===== src/rtl/instruction_mem_loader.sv =====
// Byte-stream to instruction-memory loader: assembles little-endian words from a
// valid/ready byte stream and writes them to consecutive addresses from a base.
module instruction_mem_loader #(
  parameter int ADDR_WIDTH = 10,
  parameter int DATA_WIDTH = 64
) (
  input  logic                  clk,
  input  logic                  reset,
  input  logic                  start,
  input  logic [ADDR_WIDTH-1:0] baseAddress,
  input  logic [ADDR_WIDTH:0]   wordCount,
  input  logic [7:0]            byteData,
  input  logic                  byteValid,
  output logic                  byteReady,
  output logic                  memWriteEnable,
  output logic [ADDR_WIDTH-1:0] memWriteAddress,
  output logic [DATA_WIDTH-1:0] memWriteData,
  output logic                  busy,
  output logic                  done,
  output logic                  error
);

  localparam int BYTES_PER_WORD = DATA_WIDTH / 8;
  localparam int BCNT_W = (BYTES_PER_WORD > 1) ? $clog2(BYTES_PER_WORD) : 1;
  localparam logic [BCNT_W-1:0] LAST_BYTE = BCNT_W'(BYTES_PER_WORD - 1);
  localparam logic [ADDR_WIDTH+1:0] MEM_DEPTH = (ADDR_WIDTH+2)'(1) << ADDR_WIDTH;

  typedef enum logic [1:0] {
    S_IDLE,
    S_LOAD,
    S_WRITE,
    S_DONE
  } state_e;

  state_e                state_q, state_d;
  logic [ADDR_WIDTH-1:0] addr_q, addr_d;
  logic [ADDR_WIDTH-1:0] waddr_q, waddr_d;
  logic [ADDR_WIDTH:0]   remain_q, remain_d;
  logic [BCNT_W-1:0]     bcnt_q, bcnt_d;
  logic [DATA_WIDTH-1:0] asm_q, asm_d;
  logic [DATA_WIDTH-1:0] wdata_q, wdata_d;
  logic                  err_q, err_d;
  logic [ADDR_WIDTH+1:0] end_addr;

  // One past the last address the requested load would touch.
  assign end_addr = {2'b00, baseAddress} + {1'b0, wordCount};

  always_comb begin
    state_d  = state_q;
    addr_d   = addr_q;
    waddr_d  = waddr_q;
    remain_d = remain_q;
    bcnt_d   = bcnt_q;
    asm_d    = asm_q;
    wdata_d  = wdata_q;
    err_d    = err_q;
    case (state_q)
      S_IDLE: begin
        if (start) begin
          if (end_addr > MEM_DEPTH) begin
            err_d = 1'b1;
          end else if (wordCount == '0) begin
            err_d   = 1'b0;
            state_d = S_DONE;
          end else begin
            addr_d   = baseAddress;
            remain_d = wordCount;
            bcnt_d   = '0;
            err_d    = 1'b0;
            state_d  = S_LOAD;
          end
        end
      end
      S_LOAD: begin
        if (byteValid) begin
          asm_d[{bcnt_q, 3'b000} +: 8] = byteData;
          if (bcnt_q == LAST_BYTE) begin
            // Capture the finished word so the write port holds it after WRITE.
            bcnt_d   = '0;
            remain_d = remain_q - (ADDR_WIDTH+1)'(1);
            waddr_d  = addr_q;
            wdata_d  = asm_d;
            state_d  = S_WRITE;
          end else begin
            bcnt_d = bcnt_q + BCNT_W'(1);
          end
        end
      end
      S_WRITE: begin
        if (remain_q != '0) begin
          addr_d  = addr_q + ADDR_WIDTH'(1);
          state_d = S_LOAD;
        end else begin
          state_d = S_DONE;
        end
      end
      S_DONE:  state_d = S_IDLE;
      default: state_d = S_IDLE;
    endcase
  end

  always_ff @(posedge clk) begin
    if (reset) begin
      state_q  <= S_IDLE;
      addr_q   <= '0;
      waddr_q  <= '0;
      remain_q <= '0;
      bcnt_q   <= '0;
      asm_q    <= '0;
      wdata_q  <= '0;
      err_q    <= 1'b0;
    end else begin
      state_q  <= state_d;
      addr_q   <= addr_d;
      waddr_q  <= waddr_d;
      remain_q <= remain_d;
      bcnt_q   <= bcnt_d;
      asm_q    <= asm_d;
      wdata_q  <= wdata_d;
      err_q    <= err_d;
    end
  end

  assign byteReady       = (state_q == S_LOAD);
  assign memWriteEnable  = (state_q == S_WRITE);
  assign busy            = (state_q != S_IDLE);
  assign done            = (state_q == S_DONE);
  assign error           = err_q;
  assign memWriteAddress = waddr_q;
  assign memWriteData    = wdata_q;

endmodule


===== config.mk =====
export PLATFORM = sky130hd
export DESIGN_NAME = instruction_mem_loader
export DESIGN_NICKNAME = d
export VERILOG_FILES = /design/src/rtl/instruction_mem_loader.sv
export SDC_FILE = /design/constraint.sdc
export NUM_CORES = 1
export LEC_CHECK = 0
export CAP_MARGIN = 10
export CORE_ASPECT_RATIO = 0.9
export CORE_UTILIZATION = 45
export CTS_CLUSTER_SIZE = 30
export DETAILED_ROUTE_END_ITERATION = 10
export PLACE_DENSITY = 0.68
export RECOVER_POWER = 25
export SLEW_MARGIN = 40
export SYNTH_ARGS = -nofsm -noshare
export SYNTH_HDL_FRONTEND = slang
export SYNTH_SLANG_ARGS = --single-unit

===== constraint.sdc =====
create_clock -name clk -period 4.3 [get_ports clk]
set_input_delay 1.29 -clock clk [delete_from_list [all_inputs] [get_ports clk]]
set_output_delay 1.29 -clock clk [all_outputs]
set_load 0.05 [all_outputs]

Word-level counts from Yosys, hierarchy flattened
Index checks and enable logic that the tools add are counted.
Word-level totals
  output and inout bits: 79
  bits of input ports: 33
  word-level logic and storage cells: 65
  flip-flop bits (word level): 165
Cells by class
  magnitude comparators: 1
  shift operators: 2
  multiplexer cells: 26
  add/sub/neg operators: 5
  eq/ne operators: 10
  reductions and logical operators: 13
Operators by type and width (count)
  $bwmux 64: 1
  $shift 8x8->64 const A: 1
  $shiftx 8x8->64: 1
  $mux 11: 5
  $mux 10: 4
  $pmux 11 s2: 1
  $pmux 10 s2: 1
  $mux 3: 5
  $add 10x11->12: 1
  $gt 12x11->1 const B: 1
  $mux 2: 6
  $logic_not 11->1: 1
  $reduce_bool 11->1: 1
  $sub 11x1->11 const B: 1
  $add 10x1->10 const B: 1
  $reduce_and 5->1: 2
  $ne 2x2->1 const B: 4
  $neg 6->8: 1
  $pmux 2 s4: 1
  $pmux 3 s2: 1
  $reduce_and 6->1: 1
  $reduce_bool 2->1: 3
  $eq 2x2->1 const B: 2
  $ne 2x1->1 const B: 2
  8 further kinds: 9

Longest topological paths before layout
Gate-level depths: netlist of run 1.
  depth after elaboration: 5
  depth in mapped cells: 12
  mapped depth without buffers: 11

Worst setup path before layout of run 1
OpenSTA, ideal clock, no wires.
  kind: in2reg
  start point: input port baseAddress[0]
  end point: register remain_q[3]
  slack: 720 ps
  arrival time: 3510 ps
  setup time: 70 ps
  path buffers: 1
  data required time: 4230 ps
  stages on the path: 12
  cells stage by stage: ha_1 inv_1 fa_1 nand2b_1 a21oi_1 xor2_1 a2111oi_0 o2111a_2 o21ai_2 buf_6 a211o_1 a21oi_1
Between the ends
  word-level cells in the longest chain between the ends: 4
Ends and longest elaborated chain
  start, declared: line 10  | input logic [ADDR_WIDTH-1:0] baseAddress,
  $add 10x11->12: line 46  | assign end_addr = {2'b00, baseAddress} + {1'b0, wordCount};
  $gt 12x11->1: line 60  | if (end_addr > MEM_DEPTH) begin
  $ne 2x2->1 (no source line)
  $reduce_and 6->1 (no source line)
  end signal, assigned: line 116  | remain_q <= remain_d;
  end, declared: line 38  | logic [ADDR_WIDTH:0] remain_q, remain_d;
No other way between the ends.
A chain may end at the register's enable or synchronous reset.

Worst setup path after layout of run 1
  start point: input port baseAddress[0]
  end point: register remain_q[1]
The elaborated chain is that of the path after synthesis.

==> results of run 1 <==
worst paths after layout:
check,end,slack [ns],cells after the start
worst max-delay path,remain_q[1],0.30,13
worst min-delay path,asm_q[48],0.45,2
worst max register to register,memWriteData[49],0.80,6
worst min register to register,asm_q[48],0.45,2
sequential cells by signal (all words and copies together) (netlist names):
register,count
asm_q,64
memWriteData,64
remain_q,11
addr_q,10
memWriteAddress,10
bcnt_q,3
state_q,2
error,1
cell usage after synthesis, drive strengths merged, types with 4 or more instances:
cell / count / area (sq um)
ha: 19 / 237.7
nand3b: 4 / 30.03
a21oi: 99 / 495.5
nor2: 149 / 561.8
nor3b: 4 / 30.03
o311ai: 8 / 70.07
dfxtp: 165 / 3303
nor3: 32 / 165.2
nand3: 21 / 105.1
nand2: 125 / 469.2
and3: 10 / 62.56
a211oi: 65 / 493.0
or3: 4 / 25.02
buf: 10 / 48.79
a21o: 6 / 45.04
o21ai: 38 / 193.9
and2: 17 / 106.4
inv: 15 / 56.30
clkbuf: 53 / 198.9
mux2i: 60 / 600.6
nor4: 6 / 37.54
nand2b: 6 / 37.54
or2: 6 / 37.53
per-stage QoR:
step	setup TNS (ns)	utilization, %	power (mW)	worst slack, ns
floorplan	0	-	1.854	0.7197
global placement	-1.618	54.18	1.985	-0.1052
detailed placement	-1.632	54.18	1.987	-0.1122
CTS	0	58.01	3.635	0.3190
global route	0	57.96	3.742	0.1285
finish	0	57.96	3.611	0.3038
power by group through the flow:
stage                     Clock (mW)  Sequential [mW]  Combinational (mW)
after floorplan                    0             1.61               0.248
after global placement             0             1.61               0.375
after detailed placement           0             1.61               0.376
after CTS                       1.68             1.58               0.378
after global routing            1.74             1.58               0.419
final                           1.65             1.58               0.380
worst min-delay path, stage by stage, from the launching register on:
cell	delay (ns)
sky130_fd_sc_hd__dfxtp_1	0.31
sky130_fd_sc_hd__nand2_1	0.05
sky130_fd_sc_hd__a21oi_1	0.05
cell type report:
type                            count  area, sq um  share of cell area, %
Inverter                           15        56.30                 0.5751
Clock buffer                       21        480.5                  4.907
Tap cell                          211        264.0                  2.696
Clock inverter                     10        167.7                  1.712
Sequential cell                   165         3303                  33.74
Multi-Input combinational cell    722         4197                  42.86
Timing Repair Buffer              135         1323                  13.51
kinds of logic (layout without fill, tap and decap cells):
| kind of cell | Yosys count | after routing | synth area share (%) |
|---|---|---|---|
| AND/OR/NAND/NOR | 391 | 391 | 22.06 |
| AO/OA/AOI/OAI | 246 | 246 | 20.12 |
| flip-flops | 165 | 165 | 42.33 |
| buffers and inverters | 78 | 181 | 3.896 |
| multiplexers | 61 | 61 | 7.840 |
| adder cells (fa/ha/maj) | 20 | 20 | 3.303 |
| XOR/XNOR | 4 | 4 | 0.4490 |
per-layer routing:
metal,vias up,share of wire (%),global-route usage [%]
li1,3602,-,-
met1,3342,49,31.94
met2,158,45,37.23
met3,24,4.1,4.492
met4,0,1.3,7.289
met5,-,0,0
==> out/metrics.cfg, run 1 <==
[sta]
layout_min_cycle_time_ns=3.996
clock-skew-final_ns=0.01445
maxSlewHeadroom_pct=-34.48
slew_viol_final=56
setup_repair_after_global_routing_missed_its_margin=false
timing.fmax_mhz=250.2
tightestPinTransition_ns=2.017
report.final.setup_viol=0
final_min_period_over_clock_period_pct=92.93
finalHoldViolations=0
hold_slack_ns=0.4519

[logic_synthesis]
async_reset_ff_share_pct=0
post_synth_net_total=1018
synth_enable_flop_cells=0
synth-seq-area-share_pct=42.33
area_of_the_mapped_netlist_sq_mm=0.007804
count_of_cell_types_in_the_netlist=58
synth.ff_latch_count=165
total_number_of_yosys_warnings=0
synth.avg_cell_area_sq_um=8.087
syn_inst=965
ys_flop_type=sky130_fd_sc_hd__dfxtp_1

[clock_network]
cts.root.buffer_cell=sky130_fd_sc_hd__clkbuf_16
postCtsHoldBufs=0
ctsLongestPathBuffers=2
post_cts.resized_instances=0
worst_setup_hold_path_clk_slew_ns=0.06
clock_tree.htree_level_count=4
post-cts-setup-buffer-count=0
numCtsBuffers=17
clock_insertion_delay_worst_skew_ns=0.43
cts_tree=yes
clkSinkCount=165

[worst_setup_path]
crit_buf_inv=3
max_stage_delay_ns=0.55
cp_common_cell=sky130_fd_sc_hd__a21oi_1
crit_slowest_cell=sky130_fd_sc_hd__clkdlybuf4s50_1
critical_path.top_delay_family=compound AO/OA/AOI/OAI gates
worstPathRequired_ns=4.65
crit_path_cell_trace=clkdlybuf4s50_1 -> ha_1 -> inv_1 -> fa_1 -> nand2b_1 -> a21oi_1 -> xor2_1 -> a2111oi_0 -> o2111a_2 -> o21ai_2 -> buf_12 -> a211o_1 -> a21oi_1
critical_path.startpoint_type=input pin
crit_arrival_ns=4.35
r2r-start=bcnt_q[0]
crit_path_max_fanout=9
critical_path_class=in -> reg
critical_path.startpoint=baseAddress[0]
setup.worst_path.end_class=flop

[cells_and_area]
finish.net_count=1109
layout-drive-gt1-share_pct=6.180
final.fill_count=1590
area_growth_syn_to_layout_pct=25.46
leading_cell_type_in_the_layout_fill_and_taps_excluded=sky130_fd_sc_hd__dfxtp_1
highest_count_cells_in_the_layout_ignoring_fill_and_taps=sky130_fd_sc_hd__dfxtp_1, sky130_fd_sc_hd__nor2_1, sky130_fd_sc_hd__nand2_1
antennaDiodeCount=0
layout.cell_area.non_filler_sq_mm=0.009791
layoutNonFillerInstCount=1279

[drt]
drt_first_iter_violations=502
drt_first_pass_iters=5
detail_route.vias_per_cell=5.572
antenna_left=0
vias=7126
drc_errors=0
avgRoutedWirePerCell_um=15.81
totalWireLength_um=20220

[placed_design]
numPortBuffers=111
place_inst=1248
post_detail_place_hpwl_um=13680
detailed_place.area_sq_mm=0.009151
gp_congestion=0.8882

[pwr]
share_comb_of_total_power_pct=10.5
cellPowerDensity_mw_per_mm2=368.8
static_leakage_nw=3.645
ir_worst_vdd_mv=0.3039
cell_internal_power_dissipation_mw=2.737
clkPwrFrac_pct=45.8
seq_power_share_pct=43.7
p_switching_mw=0.8741
switching_share_pct=24.21

[grt]
antenna_found_initial=0
grt_start_max_net_pins=157
grt_pass1_wl_um=33240
grt_use_total_pct=23.38
gr-total-overflow=0
first_global_vias=6580

[floorplan]
core.rowCount=45
fp.dieW_um=140.8
io_pins=112
initial_core_util_pct=46.20
die_y_um=126.9
coreArea_sq_mm=0.01689
floorplan.die_area_sq_mm=0.01787

[run]
maxCapViolations=1

[outcome]
failed_checks=capacitance limit, slew limit
status=complete, but fails checks

[min_path]
timing.hold.worst.class=reg -> reg
worst_min_path_start=asm_q[48]

Power figures use the tool's default switching activity.
==> inputs of run 2 (changes only) <==
SKIP_CTS_REPAIR_TIMING = 1   (was not set)
==> results of run 2 <==
The final DEF is identical to that of run 1; final timing and power are the same.
==> inputs of run 3 (changes only) <==
SLEW_MARGIN = 10   (was 40)
==> results of run 3 <==
The final DEF is identical to that of run 1; final timing and power are the same.
==> RTL change 1 (settings of run 1) <==
Put one more register stage on the output `error`, cleared by the reset. The value now appears one clock later. The other outputs are not delayed to match.
--- a/src/rtl/instruction_mem_loader.sv
+++ b/src/rtl/instruction_mem_loader.sv
@@ -125,7 +125,13 @@
   assign memWriteEnable  = (state_q == S_WRITE);
   assign busy            = (state_q != S_IDLE);
   assign done            = (state_q == S_DONE);
-  assign error           = err_q;
+  always_ff @(posedge clk) begin
+    if (reset) begin
+      error <= '0;
+    end else begin
+      error <= err_q;
+    end
+  end
   assign memWriteAddress = waddr_q;
   assign memWriteData    = wdata_q;
 
Function: changed (a bounded check fails within 4 cycles, from zero or initial values and one cycle with reset high).
==> RTL change 1 against run 1 <==
  * The flow still finishes with violations (capacitance limit, slew limit)
  * Final area increased by 1.8%
  * Worst hold slack got worse by 0.0016 ns
  * Sequential cell count increased by 1
  * Register-to-register slack improved by 0.02 ns
  * Total power decreased by 0.68%
  * Non-clock buffer count increased by 26
  * Area after synthesis increased by 0.24%
  * Setup slack got worse by 0.15 ns
  * Core utilization increased by 0.86 points
  * Routed wire length decreased by 1.5%
  * Highest routed layer unchanged
  * Critical endpoint is now addr_q[5]
==> RTL change 1: results (changes against run 1) <==
** Status
- Status :: complete, but fails checks (unchanged)
- Violations in the final reports :: capacitance limit, slew limit (unchanged)

** Synthesis
- Compound-gate portion of the synthesized area :: 20.27% (was 20.12%)
- Commonest cells post-synth: sky130_fd_sc_hd__dfxtp_1 (166), sky130_fd_sc_hd__nor2_1 (135), sky130_fd_sc_hd__nand2_1 (123), sky130_fd_sc_hd__a21oi_1 (87), sky130_fd_sc_hd__a211oi_1 (64) (was sky130_fd_sc_hd__dfxtp_1 (165), sky130_fd_sc_hd__nor2_1 (148), sky130_fd_sc_hd__nand2_1 (125), sky130_fd_sc_hd__a21oi_1 (99), sky130_fd_sc_hd__a211oi_1 (64)).
- The fraction of the yosys area taken by sequential cells was 42.48% (was 42.33%).
- Mapped Nets :: 1000 (was 1018)
- The proportion of synthesized area in mux cells is 8.109% (was 7.840%).
- Ranking of synthesized cells by area :: sky130_fd_sc_hd__dfxtp_1 (42%), sky130_fd_sc_hd__mux2i_1 (7.7%), sky130_fd_sc_hd__nor2_1 (6.5%), sky130_fd_sc_hd__a211oi_1 (6.1%), sky130_fd_sc_hd__nand2_1 (5.9%) (was sky130_fd_sc_hd__dfxtp_1 (42%), sky130_fd_sc_hd__mux2i_1 (7.7%), sky130_fd_sc_hd__nor2_1 (7.1%), sky130_fd_sc_hd__a21oi_1 (6.3%), sky130_fd_sc_hd__a211oi_1 (6.2%))

** Worst hold path
- The hold path startpoint is memWriteAddress[2] (was asm_q[48]).

** Placement
- The cell area reported after detailed placement came to 0.009368 sq mm (was 0.009151 sq mm).
- The final weighted congestion of routability-driven global placement was 0.8856 (was 0.8882).

** Pwr
- The total net switching power is 920.6 uW (was 874.1 uW).
- The leakage power total was 3.698 nW (was 3.645 nW).

** Setup path
- Biggest cell delay along the critical path :: 0.49 ns (was 0.55 ns)
- The maximum fanout encountered on the critical timing path is 7 (was 9).

** GRT
- Wire length of the first global-routing pass :: 32740 um (was 33240 um)
- The met3 track demand over resource was 3.823% (was 4.492%).
- Largest net degree at the start of global routing :: 69 (was 157)
- The fraction of met1 tracks used by global routing was 32.29% (was 31.94%).

** STA
- Worst clock skew :: 0.007599 ns (was 0.01445 ns)
- Slew at the pin closest to its max-slew limit :: 1.584 ns (was 2.017 ns)
- The total count of max-transition violations in the final report came to 32 (was 56).

** Flow run
- The count of max-cap constraint violations came to 1 (unchanged).

** Route
- Routed met1 length :: 9977 um (was 9922 um)

** Finish
- The layout filler cell count was 1577 (was 1590).
RTL change 1: cell families (layout without fill, tap and decap cells):
kind of cell             count (synthesis)  count (layout)
AO/OA/AOI/OAI                          238             238
flip-flops                             166             166
multiplexers                            63              63
adder cells (fa/ha/maj)                 20              20
buffers and inverters                   81             213
AND/OR/NAND/NOR                        377             377
XOR/XNOR                                 2               2
RTL change 1: stage by stage:
step | setup WS, ns | instances
2_1_floorplan | 0.3142 | 947
3_3_place_gp | -0.1998 | 1282
3_5_place_dp | -0.2681 | 1282
4_1_cts | 0.1822 | 1314
5_1_grt | 0.006093 | 1314
6_report | 0.1564 | 1314
RTL change 1: worst min-delay path, delay by kind of cell, from the launching register on:
kind	cells	cell delay (ns)
compound gates	1	0.05
flops	1	0.30
simple gates	1	0.05
RTL change 1: final cells by class:
cell class,instances,area [sq um],share of cell area (%)
Clock buffer,18,429.2,4.305
Timing Repair Buffer,161,1486,14.91
Tap cell,235,294.0,2.950
Sequential cell,166,3323,33.34
Multi-Input combinational cell,700,4184,41.97
Clock inverter,14,176.4,1.770
Inverter,20,75.07,0.7531
RTL change 1: power by group through the flow:
stage,sequential (mW),combinational (mW),clock [mW]
floorplan,1.61,0.281,0
global placement,1.62,0.429,0
detailed placement,1.62,0.431,0
CTS,1.58,0.434,1.58
global route,1.59,0.478,1.65
finish,1.59,0.436,1.56
RTL change 1: worst paths after layout:
kind / slack [ns] / cells after the start / to
worst max register to register: 0.82 / 7 / remain_q[4]
worst min register to register: 0.45 / 2 / memWriteAddress[2]
worst max-delay path: 0.16 / 13 / addr_q[5]
worst min-delay path: 0.45 / 2 / memWriteAddress[2]
==> RTL change 2 (config.mk and constraints of run 1) <==
Made on the original files. `DATA_WIDTH`: 64 -> 128.
--- a/src/rtl/instruction_mem_loader.sv
+++ b/src/rtl/instruction_mem_loader.sv
@@ -2,7 +2,7 @@
 // valid/ready byte stream and writes them to consecutive addresses from a base.
 module instruction_mem_loader #(
   parameter int ADDR_WIDTH = 10,
-  parameter int DATA_WIDTH = 64
+  parameter int DATA_WIDTH = 128
 ) (
   input  logic                  clk,
   input  logic                  reset,
Interface: changed (resized memWriteData); port bits go from 112 to 176. No check against the original RTL was run, so the function may have changed too.
==> RTL change 2 against run 1 <==
  * The run still ends with capacitance limit, slew limit left
  * Via count increased by 64%
  * Sequential share of layout area increased by 2.1 points
  * Core utilization increased by 0.15 points
  * Clock power increased by 55%
  * Area after synthesis increased by 67%
  * Synthesized cell count increased by 63%
  * Fmax decreased by 3.4%
  * Die area increased by 66%
  * Sequential cell count increased by 129
  * Setup slack got worse by 0.14 ns
  * Routed wire length increased by 74%
  * Final area increased by 68%
  * Total power increased by 61%
  * Critical path type unchanged
  * Largest cell class unchanged
  * Highest routed layer unchanged
  * Register-to-register slack got worse by 0.42 ns
==> RTL change 2: results (changes against run 1) <==
** Clock network
- Num CTS Buffers :: 30 (was 17)
- The insertion delay to the later sink of the worst-skew pair was 0.57 ns (was 0.43 ns).
- The deepest level of the CTS H-tree came to 1 (was 4).
- The number of buffers on the longest clock path was 3 (was 2).

** Status
- Status :: complete, but fails checks (unchanged)
- Violations in the final reports: capacitance limit, slew limit (unchanged).

** Synthesis
- Commonest cells post-synth: sky130_fd_sc_hd__dfxtp_1 (294), sky130_fd_sc_hd__nor2_1 (211), sky130_fd_sc_hd__nand2_1 (210), sky130_fd_sc_hd__a21oi_1 (155), sky130_fd_sc_hd__a211oi_1 (144) (was sky130_fd_sc_hd__dfxtp_1 (165), sky130_fd_sc_hd__nor2_1 (148), sky130_fd_sc_hd__nand2_1 (125), sky130_fd_sc_hd__a21oi_1 (99), sky130_fd_sc_hd__a211oi_1 (64)).
- The mean cell area of the mapped netlist was 8.282 sq um (was 8.087 sq um).
- Post-synthesis sequential area ratio :: 45.07% (was 42.33%)
- Ranking of synthesized cells by area: sky130_fd_sc_hd__dfxtp_1 (45%), sky130_fd_sc_hd__mux2i_1 (9.1%), sky130_fd_sc_hd__a211oi_1 (8.3%), sky130_fd_sc_hd__nor2_1 (6.1%), sky130_fd_sc_hd__nand2_1 (6.0%) (was sky130_fd_sc_hd__dfxtp_1 (42%), sky130_fd_sc_hd__mux2i_1 (7.7%), sky130_fd_sc_hd__nor2_1 (7.1%), sky130_fd_sc_hd__a21oi_1 (6.3%), sky130_fd_sc_hd__a211oi_1 (6.2%)).

** Pwr
- Leakage power figure :: 5.865 nW (was 3.645 nW)

** Route
- Via count :: 11670 (was 7126)
- The wire length on met2 was 15950 um (was 9191 um).
- The violation count after the first detailed-route iteration is 882 (was 502).
- The wire length the detailed router placed on met1 is 16780 um (was 9922 um).
- The wire length on met3 came to 1761 um (was 834 um).
- DR WL/cell :: 16.77 um (was 15.81 um)

** Placement
- Count of input and output buffers :: 175 (was 111)
- The placed instance count came to 2051 (was 1248).
- The worst slack at placement is -0.6483 ns (was -0.1122 ns).
- The final weighted congestion of routability-driven global placement was 0.8351 (was 0.8882).
- The final HPWL from detailed placement is 23570 um (was 13680 um).

** STA
- Count of pins over their slew limit :: 182 (was 56)
- Slew at the pin closest to its max-slew limit :: 1.738 ns (was 2.017 ns)

** GRT
- Wire length of the first global-routing pass :: 55620 um (was 33240 um)
- The total routing usage reported by global routing is 22.96% (was 23.38%).
- Largest net degree at the start of global routing :: 182 (was 157)

** Setup path
- Cell type group with the largest total delay on the critical path :: simple AND/OR/NAND/NOR gates (was compound AO/OA/AOI/OAI gates)
- The delay of the slowest critical-path stage is 0.48 ns (was 0.55 ns).
- Slowest CP cell :: sky130_fd_sc_hd__or4_4 (was sky130_fd_sc_hd__clkdlybuf4s50_1)
- The data arrival at the endpoint of the critical path came to 4.63 ns (was 4.35 ns).
- The maximum fanout encountered on the critical timing path was 6 (was 9).

** Finish
- The share of layout cells above drive strength 1 is 8.376% (was 6.180%).
- The total number of nets in the final design is 1775 (was 1109).

** Flow run
- Max Cap Violations :: 1 (unchanged)
[RTL change 2: cell types whose count changed in the layout (fill, tap and decap cells not counted), sizes merged, moves of 56 or more]
cell	before	now
clkdlybuf4s50	72	174
dfxtp	165	294
a21oi	99	155
a211oi	65	144
nand2	125	210
mux2i	60	119
nor2	149	211
[RTL change 2: final timing paths]
check                                    start           to  slack [ns]  depth (start not counted)
worst max register to register      state_q[1]   asm_q[105]        0.38                         10
worst min register to register       asm_q[21]    asm_q[21]        0.45                          2
worst max-delay path            baseAddress[0]  remain_q[2]        0.16                         15
worst min-delay path                 asm_q[21]    asm_q[21]        0.45                          2
[RTL change 2: final cells by class]
type / count / area, sq um
fill: 2555 / 11820
multi-input combinational: 1130 / 6669
sequential: 294 / 5886
timing repair buffer: 252 / 2361
clock buffer: 44 / 893.4
tap: 360 / 450.4
clock inverter: 6 / 82.58
inverter: 17 / 63.81
[RTL change 2: repair_timing]
item / CTS / global route
setup endpoints to repair: 9 / 24
pin swaps: 0 / 2
gates resized for setup: 1 / 10
gates cloned: 0 / 1
[RTL change 2: cell families (layout without fill, tap and decap cells)]
kind of cell / after synthesis / after routing / synth area share [%]
xor+xnor: 4 / 4 / 0.2683
mux: 119 / 119 / 9.121
buf+inv: 153 / 319 / 4.484
simple gates: 563 / 563 / 18.51
compound gates: 427 / 427 / 20.87
fa+ha+maj: 17 / 17 / 1.686
flops: 294 / 294 / 45.07
[RTL change 2: metrics by stage]
stage | area [sq um] | utilization (%)
after floorplan | 13060 | -
after global placement | 15350 | 54.39
after detailed placement | 15370 | 54.43
after CTS | 16350 | 57.90
after global routing | 16410 | 58.12
final | 16410 | 58.12
[RTL change 2: worst register-to-register path, cell delays in order (launching register included)]
cell and delay, ns:
sky130_fd_sc_hd__dfxtp_1 0.79, sky130_fd_sc_hd__nand2b_1 0.19, sky130_fd_sc_hd__clkbuf_2 0.30, sky130_fd_sc_hd__inv_1 0.10
sky130_fd_sc_hd__buf_4 0.21, sky130_fd_sc_hd__nand2_1 0.41, sky130_fd_sc_hd__clkbuf_1 0.97, sky130_fd_sc_hd__buf_4 0.44
sky130_fd_sc_hd__nor2_1 0.21, sky130_fd_sc_hd__nand2_1 0.11, sky130_fd_sc_hd__a21oi_1 0.06
[RTL change 2: where the power goes]
group	leakage (nW)	switching, mW	internal, mW
combinational	3.02	0.304	0.189
sequential	2.37	0.0235	2.75
clock	0.478	1.07	1.49
total	5.86	1.40	4.43
[RTL change 2: routing by layer]
layer	global-route usage (%)	vias up
met5	0	-
met3	3.501	55
met2	36.70	290
li1	-	5875
met4	6.240	0
met1	32.12	5445
